===== config.mk =====
export PLATFORM = sky130hd
export DESIGN_NAME = vga_timing_gen
export DESIGN_NICKNAME = d
export VERILOG_FILES = /design/src/rtl/vga_timing_gen.sv
export SDC_FILE = /design/constraint.sdc
export NUM_CORES = 1
export LEC_CHECK = 0
export CAP_MARGIN = 25
export CORE_MARGIN = 4
export CORE_UTILIZATION = 40
export CTS_CLUSTER_SIZE = 30
export DETAILED_ROUTE_END_ITERATION = 10
export PLACE_DENSITY_LB_ADDON = 0.2
export SLEW_MARGIN = 10
export SYNTH_ARGS = -nofsm -noshare
export SYNTH_HDL_FRONTEND = slang
export SYNTH_SLANG_ARGS = --single-unit

===== constraint.sdc =====
create_clock -name clk -period 1.8 [get_ports clk]
set_clock_uncertainty 0.2 [all_clocks]
set_input_delay 0.36 -clock clk [delete_from_list [all_inputs] [get_ports clk]]
set_output_delay 0.36 -clock clk [all_outputs]
set_load 0.03 [all_outputs]

===== src/rtl/vga_timing_gen.sv =====
// vga_timing_gen -- raster timing generator for the whack-a-mole display path.
//
// Generates the pixel strobe, pixel coordinates, blanking decode and sync
// pulses for a 640x480@60 Hz raster. The default geometry can be overridden
// through the parameters.
//
// Configuration macro: VGA_TICK_DIV_EN
//   defined   : clk is the 100 MHz system clock and a divide-by-4 counter
//               produces p_tick every 4th clk.
//   undefined : clk is the pixel clock and p_tick is tied to 1.
//
// Ports:
//   clk          in   system clock (pixel clock when the divider is absent)
//   rst          in   synchronous, active-high reset
//   p_tick       out  pixel strobe; counters advance at the end of a p_tick cycle
//   x            out  current pixel column, 0..H_TOTAL-1 (registered)
//   y            out  current line, 0..V_TOTAL-1 (registered)
//   video_on     out  combinational: x inside the visible width and y inside the visible height
//   hsync        out  horizontal sync, registered, active level SYNC_POL
//   vsync        out  vertical sync, registered, active level SYNC_POL
//   frame_start  out  one-clk pulse on the last pixel tick of a frame
module vga_timing_gen #(
    parameter int H_DISPLAY = 640,
    parameter int H_FRONT   = 16,
    parameter int H_SYNC    = 96,
    parameter int H_BACK    = 48,
    parameter int V_DISPLAY = 480,
    parameter int V_FRONT   = 10,
    parameter int V_SYNC    = 2,
    parameter int V_BACK    = 33,
    parameter bit SYNC_POL  = 1'b0
) (
    input  logic       clk,
    input  logic       rst,
    output logic       p_tick,
    output logic [9:0] x,
    output logic [9:0] y,
    output logic       video_on,
    output logic       hsync,
    output logic       vsync,
    output logic       frame_start
);
    localparam logic [9:0] H_VIS    = 10'(H_DISPLAY);
    localparam logic [9:0] V_VIS    = 10'(V_DISPLAY);
    localparam logic [9:0] H_LAST   = 10'(H_DISPLAY + H_FRONT + H_SYNC + H_BACK - 1);
    localparam logic [9:0] V_LAST   = 10'(V_DISPLAY + V_FRONT + V_SYNC + V_BACK - 1);
    localparam logic [9:0] HS_FIRST = 10'(H_DISPLAY + H_FRONT);
    localparam logic [9:0] HS_LAST  = 10'(H_DISPLAY + H_FRONT + H_SYNC - 1);
    localparam logic [9:0] VS_FIRST = 10'(V_DISPLAY + V_FRONT);
    localparam logic [9:0] VS_LAST  = 10'(V_DISPLAY + V_FRONT + V_SYNC - 1);

    logic [9:0] h_q, h_d;
    logic [9:0] v_q, v_d;
    logic       hs_q, hs_d;
    logic       vs_q, vs_d;

`ifdef VGA_TICK_DIV_EN
    logic [1:0] div_q;

    // Free-running divider; reset realigns it so the first pixel after
    // reset lasts a full 4 clocks.
    always_ff @(posedge clk) begin
        if (rst) div_q <= 2'd0;
        else     div_q <= div_q + 2'd1;
    end

    assign p_tick = (div_q == 2'd3);
`else
    assign p_tick = 1'b1;
`endif

    always_comb begin
        h_d  = h_q;
        v_d  = v_q;
        hs_d = hs_q;
        vs_d = vs_q;
        if (p_tick) begin
            if (h_q == H_LAST) begin
                h_d = 10'd0;
                v_d = (v_q == V_LAST) ? 10'd0 : v_q + 10'd1;
            end else begin
                h_d = h_q + 10'd1;
            end
            // Syncs decode the *next* position so they switch on the same
            // edge as x/y, with no skew.
            hs_d = (h_d >= HS_FIRST && h_d <= HS_LAST) ? SYNC_POL : ~SYNC_POL;
            vs_d = (v_d >= VS_FIRST && v_d <= VS_LAST) ? SYNC_POL : ~SYNC_POL;
        end
    end

    always_ff @(posedge clk) begin
        if (rst) begin
            h_q  <= 10'd0;
            v_q  <= 10'd0;
            hs_q <= ~SYNC_POL;
            vs_q <= ~SYNC_POL;
        end else begin
            h_q  <= h_d;
            v_q  <= v_d;
            hs_q <= hs_d;
            vs_q <= vs_d;
        end
    end

    assign x           = h_q;
    assign y           = v_q;
    assign hsync       = hs_q;
    assign vsync       = vs_q;
    assign video_on    = (h_q < H_VIS) && (v_q < V_VIS);
    assign frame_start = p_tick && (h_q == H_LAST) && (v_q == V_LAST);

endmodule


==> impl_metrics.csv, run 1 <==
group,metric,value,unit
logic_synthesis,synth-edff-count,0,
die,die_y,65.53,microns
routing,drc,0,
place,hpwl,2794,microns
clock_network,cts_tree,"done",
worst_hold_path,hp-start,"x[0]$_SDFF_PP0_",
timing,fmax,0.4495,GHz
die,die_w,65.53,microns
finish,drive_above_1_share,51.83,%
logic_synthesis,avgSynthCellArea,8.596,sq um
global_routing,grt_pass1_wl,6982,microns
finish,final_cell_mix,"buf_4, dlygate4sd2_1, nor2_1",
worst_hold_path,holdPathEnd,"x[0]$_SDFF_PP0_",
worst_hold_path,hold_class,"flip-flop to flip-flop",
timing,setup_violations,13,
global_routing,grt_antenna_before_repair,0,
routing,drtIter0Drc,91,
logic_synthesis,synth_nets,160,
logic_synthesis,synth.largest_area_cell,"dfxtp_1",
power,peakVddDrop,0.0003330,V
routing,wl,4552,microns
routing,vias,1482,
finish,postLayoutCoreUtil,70.28,%
place,port_buffers,25,
die,start_util,42.66,%
worst_setup_path,arrival,1660,ps
logic_synthesis,synth_seq_cells,22,
timing,rsz0062_at_grt,"yes",
logic_synthesis,ys_async_sr_fraction,0,%
clock_network,clkLatencyLatePin,340,ps
global_routing,grt_max_degree,13,
logic_synthesis,synth_cells,154,
global_routing,grt_usage,21.11,%
global_routing,grt_overflow_total,0,
timing,period_share,123.6,%
routing,vias_per_cell,5.656,
die,rows,20,
power,p_leak,0.0008962,uW
routing,ant_nets,0,
finish,fin_area,2181,sq um
worst_setup_path,rr_worst_depth,6,
clock_network,clock-root-buffer,"clkbuf_4",
worst_setup_path,cp.required,1240,ps
timing,final_hold_viol_count,0,
die,io_pins,27,
timing,drv_slew,0,
power,power,858.7,uW
finish,final_nets,225,
finish,diodes,0,
worst_setup_path,worstSetupPathType,"flip-flop to output port",
timing,finalSetupTns,-1427,ps
logic_synthesis,synth_ff_type,"dfxtp_1",
logic_synthesis,syn_area,1324,sq um
worst_setup_path,timing.rr.start,"x[1]$_SDFF_PP0_",
status,violations,"negative setup slack",
worst_hold_path,holdPathStages,2,
die,core_area,3103,sq um
worst_setup_path,regToRegSetupSlack,-230,ps
routing,routedWlPerCell,17.37,microns
clock_network,cts_sinks,22,
worst_setup_path,worstPathMaxFanout,6,
timing,fin_crit,2225,ps
place,gp_congestion,0.9408,
clock_network,cts_buffers,3,
clock_network,cts_max_path_buffers,2,
logic_synthesis,synth_warnings,0,
timing,hold_ws,374.3,ps
global_routing,grt_pass1_vias,1456,
logic_synthesis,ys_seq_area_share,33.27,%
logic_synthesis,ys_types,48,
clock_network,h-tree-depth,1,
die,dieArea,4294,sq um
clock_network,clk_pin_slew_worst_paths,120,ps
worst_setup_path,end_kind,"output port",
timing,fin_ws,-424.5,ps
run,drv_cap,0,
finish,syn2layout_area_growth,64.74,%
power,pwr_density_cell,393.8,nW/um^2
logic_synthesis,synth_top_area_share,33.27,%
finish,layout_commonest_cell,"buf_4",
worst_setup_path,r2r-end,"vsync$_SDFF_PP1_",
status,status,"finished, violations left",
place,placed_cell_area,1888,sq um
worst_setup_path,worst_setup_path_start_kind,"flip-flop",
routing,detail_route.first_pass.iterations,4,
logic_synthesis,netlist_top_cells_area,"dfxtp_1, nor2_1, xnor2_1",
[state kept, by name, indices dropped and copies added (netlist names)]
name	count
x	10
y	10
hsync	1
vsync	1
[stage by stage]
step	cells	setup WS, ps
finish	262	-424.5
global route	262	-449.2
CTS	254	-292.2
detailed placement	245	-129.5
global placement	245	-65.04
floorplan	154	-56.66
[report_power, final]
part | switching, uW | total, uW | leakage (uW) | internal, uW
Clock | 175 | 299 | 0.0000210 | 124
Sequential | 7.33 | 490 | 0.000188 | 482
Combinational | 41.6 | 70.0 | 0.000687 | 28.4
[cells by family (layout without fill, tap and decap cells)]
logic type	after synthesis	in the layout	synth area share (%)
AND/OR/NAND/NOR	72	72	32.14
AO/OA/AOI/OAI	24	24	14.08
flip-flops	22	22	33.27
buffers and inverters	15	79	5.481
XOR/XNOR	13	13	8.601
adder cells (fa/ha/maj)	4	4	3.781
multiplexers	3	3	2.363
other	1	1	0.2833
[how the worst max path moves through the flow]
stage / startpoint / endpoint / slack [ps]
final: y[5]$_SDFF_PP0_ / frame_start / -420
after detailed placement: x[6]$_SDFF_PP0_ / vsync$_SDFF_PP1_ / -130
after floorplan: y[0]$_SDFF_PP0_ / frame_start / -60
after global routing: y[2]$_SDFF_PP0_ / frame_start / -450
after global placement: y[1]$_SDFF_PP0_ / vsync$_SDFF_PP1_ / -70
after CTS: y[1]$_SDFF_PP0_ / frame_start / -290
[critical path, stage by stage (launching register included)]
cell	delay (ps)
dfxtp_1	400
nor3b_1	320
nand4_1	270
nor2_4	190
buf_6	140
[synth_stat cells (2+ instances only)]
cell and instances:
a21oi_1 4, and2_1 3, nor3_1 5, nand2_1 13
xnor2_1 8, o2111ai_1 2, o31ai_1 4, xor2_1 5
nand3_1 8, nand4_1 2, clkbuf_1 4, inv_1 7
ha_1 4, nor2_1 19, mux2i_1 2, nor3b_1 2
buf_4 2, nand4b_1 2, dfxtp_1 22, nor4_1 3
nand3_2 2, a311oi_1 3, or2_1 2, and3_1 2
[final cells by class]
type | count | area, sq um
timing repair buffer | 68 | 553.0
tap | 44 | 55.05
sequential | 22 | 481.7
inverter | 7 | 31.28
multi-input combinational | 117 | 1023
fill | 255 | 922.1
clock buffer | 4 | 36.28
[per-layer routing]
metal	routed length (microns)	share of wire (%)	global-route usage [%]	vias to the layer above
met5	0	0	0	-
met4	149	3.3	10.10	0
met3	245	5.4	3.590	17
met2	2168	48	33.75	64
met1	1989	44	27.42	716
li1	-	-	-	685
[what timing repair did]
| action | 4_1_cts | 5_1_grt |
|---|---|---|
| pin swaps | 8 | 14 |
| hold buffers | 0 | 0 |
| hold endpoints to repair | 0 | 0 |
| endpoints found under the setup margin | 31 | 23 |
| resized for setup | 51 | 38 |
| buffers inserted | 8 | 8 |
(Power assumes the default switching activity.)
==> run 2: changes to the inputs <==
- HOLD_SLACK_MARGIN: unset -> 0.1
- clock period: 1.8 -> 2.2 ns (I/O delays scaled with it)
==> run 2 against run 1 <==
The run now ends clean; cell area is 18% lower; power is 26% lower; critical path type unchanged; highest routed layer unchanged; worst setup slack better by 420 ps; cell count decreased by 12%; global-route usage fell by 4.5 points; first-iteration DRC count is 23% lower; worst hold slack worse by 91 ps.
==> impl_metrics.csv, run 2 (synthesis results as in run 1) <==
group,metric,value,unit
routing,drtIter0Drc,70,
clock_network,cts_sinks,22,
routing,routedWlPerCell,14.29,microns
power,pwr_density_cell,356.1,nW/um^2
power,switchingPower,155.7,uW
timing,setup_violations,0,
global_routing,grt_pass1_wl,5609,microns
worst_setup_path,end_kind,"output port",
global_routing,grt_max_degree,12,
power,peakVddDrop,0.0002279,V
die,die_w,65.53,microns
finish,syn2layout_area_growth,35.07,%
worst_setup_path,arrival,1560,ps
place,hpwl,2460,microns
timing,drv_slew,0,
place,port_buffers,25,
finish,nFillCells,294,
die,core_area,3103,sq um
clock_network,cts_hold_buf,0,
power,pwr-share-comb,6.8,%
timing,fmax,0.4546,GHz
timing,hold_ws,283.1,ps
power,swShare,24.45,%
routing,vias_per_cell,5.457,
timing,fin_ws,0.3105,ps
clock_network,cts_buffers,3,
worst_setup_path,regToRegSetupSlack,50,ps
global_routing,grt_antenna_before_repair,0,
worst_setup_path,critical-path-max-stage-delay,370,ps
power,internal-power,481.0,uW
global_routing,grt_usage,16.58,%
routing,wl,3286,microns
clock_network,clock-root-buffer,"clkbuf_4",
global_routing,grt_pass1_vias,1196,
worst_setup_path,worstPathMaxFanout,2,
die,io_pins,27,
routing,vias,1255,
worst_setup_path,worstSetupPathType,"flip-flop to output port",
worst_hold_path,hold_class,"flip-flop to flip-flop",
run,drv_cap,0,
global_routing,grt_overflow_total,0,
clock_network,clk_pin_slew_worst_paths,120,ps
die,die_y,65.53,microns
clock_network,clkLatencyLatePin,310,ps
finish,layout_commonest_cell,"nor2_1",
place,pre_cts_slack,91.54,ps
worst_setup_path,slowest_stage,"dfxtp_4",
power,power_frac_seq,64.1,%
timing,fin_crit,2200,ps
worst_setup_path,worst_setup_path_start_kind,"flip-flop",
routing,drc,0,
timing,final_hold_viol_count,0,
timing,period_share,99.99,%
finish,fin_cells,230,
routing,detail_route.first_pass.iterations,4,
finish,final_cell_mix,"nor2_1, clkdlybuf4s50_1, dfxtp_1",
power,clockPowerShare,29.0,%
timing,finalSetupTns,0,ps
worst_setup_path,cp.required,1560,ps
finish,drive_above_1_share,23.12,%
worst_setup_path,crit_path_cell_trace,"inv_4, ha_4, nor4bb_4, nand4_1, nor2_4, buf_6",
die,rows,20,
die,dieArea,4294,sq um
clock_network,cts_max_path_buffers,2,
clock_network,cts_tree,"done",
place,placed_cells,223,
finish,diodes,0,
worst_setup_path,path_delay_family,"simple AND/OR/NAND/NOR gates",
clock_network,h-tree-depth,1,
worst_setup_path,critPathBufInv,2,
place,gp_congestion,0.8591,
power,p_leak,0.0007119,uW
timing,rsz0062_at_grt,"yes",
die,start_util,42.66,%
status,status,"finished, final reports clean",
routing,ant_nets,0,
finish,final_nets,194,
finish,postLayoutCoreUtil,57.62,%
[run 2: changes by cell type in the layout (fill, tap and decap cells not counted), moves of 5 or more]
| cell | before | now |
|---|---|---|
| nor2_1 | 12 | 18 |
| dlygate4sd2_1 | 13 | 2 |
| buf_6 | 7 | 1 |
| clkdlybuf4s50_1 | 1 | 17 |
| dfxtp_4 | 9 | 4 |
| dfxtp_1 | 7 | 14 |
| nor2_2 | 6 | 0 |
| buf_4 | 38 | 13 |
[run 2: path summary, 6_finish.rpt]
check / start / end / depth (start not counted)
setup / recovery: y[0]$_SDFF_PP0_ / frame_start / 6
hold / removal: x[0]$_SDFF_PP0_ / x[0]$_SDFF_PP0_ / 1
setup reg to reg: y[0]$_SDFF_PP0_ / vsync$_SDFF_PP1_ / 10
hold reg to reg: x[0]$_SDFF_PP0_ / x[0]$_SDFF_PP0_ / 1
[run 2: repair_timing]
item | CTS | global route
resized for setup | 15 | 15
setup buffers | 3 | 1
pin swaps | 2 | 4
cloned | 0 | 0
endpoints found under the setup margin | 3 | 5
[run 2: layer usage]
metal  track usage (%)  share of wire, %  vias to the layer above
li1                  -                 -                      620
met1             22.84                47                      590
met2             25.41                46                       38
met3             2.735               5.4                        7
met4             6.995               1.9                        0
met5                 0                 0                        -
[run 2: layout make-up]
class / count / area (sq um) / area share (%)
sequential: 22 / 460.4 / 25.75
clock buffer: 3 / 22.52 / 1.260
tap: 44 / 55.05 / 3.079
multi-input combinational: 117 / 874.6 / 48.92
inverter: 7 / 28.78 / 1.610
timing repair buffer: 37 / 346.6 / 19.38
[run 2: per-stage QoR]
step | power [uW] | area, sq um
4_1_cts | 642.8 | 1725
3_3_place_gp | 461.1 | 1649
2_1_floorplan | 445.6 | 1335
6_report | 636.7 | 1788
5_1_grt | 662.2 | 1788
3_5_place_dp | 462.1 | 1649
[run 2: power groups by stage]
stage                     sequential (uW)  clock (uW)  combinational, uW
final                                 408         185               43.6
after CTS                             408         192               43.1
after floorplan                       428           0               17.6
after detailed placement              420           0               42.5
after global routing                  409         206               46.9
after global placement                419           0               42.1
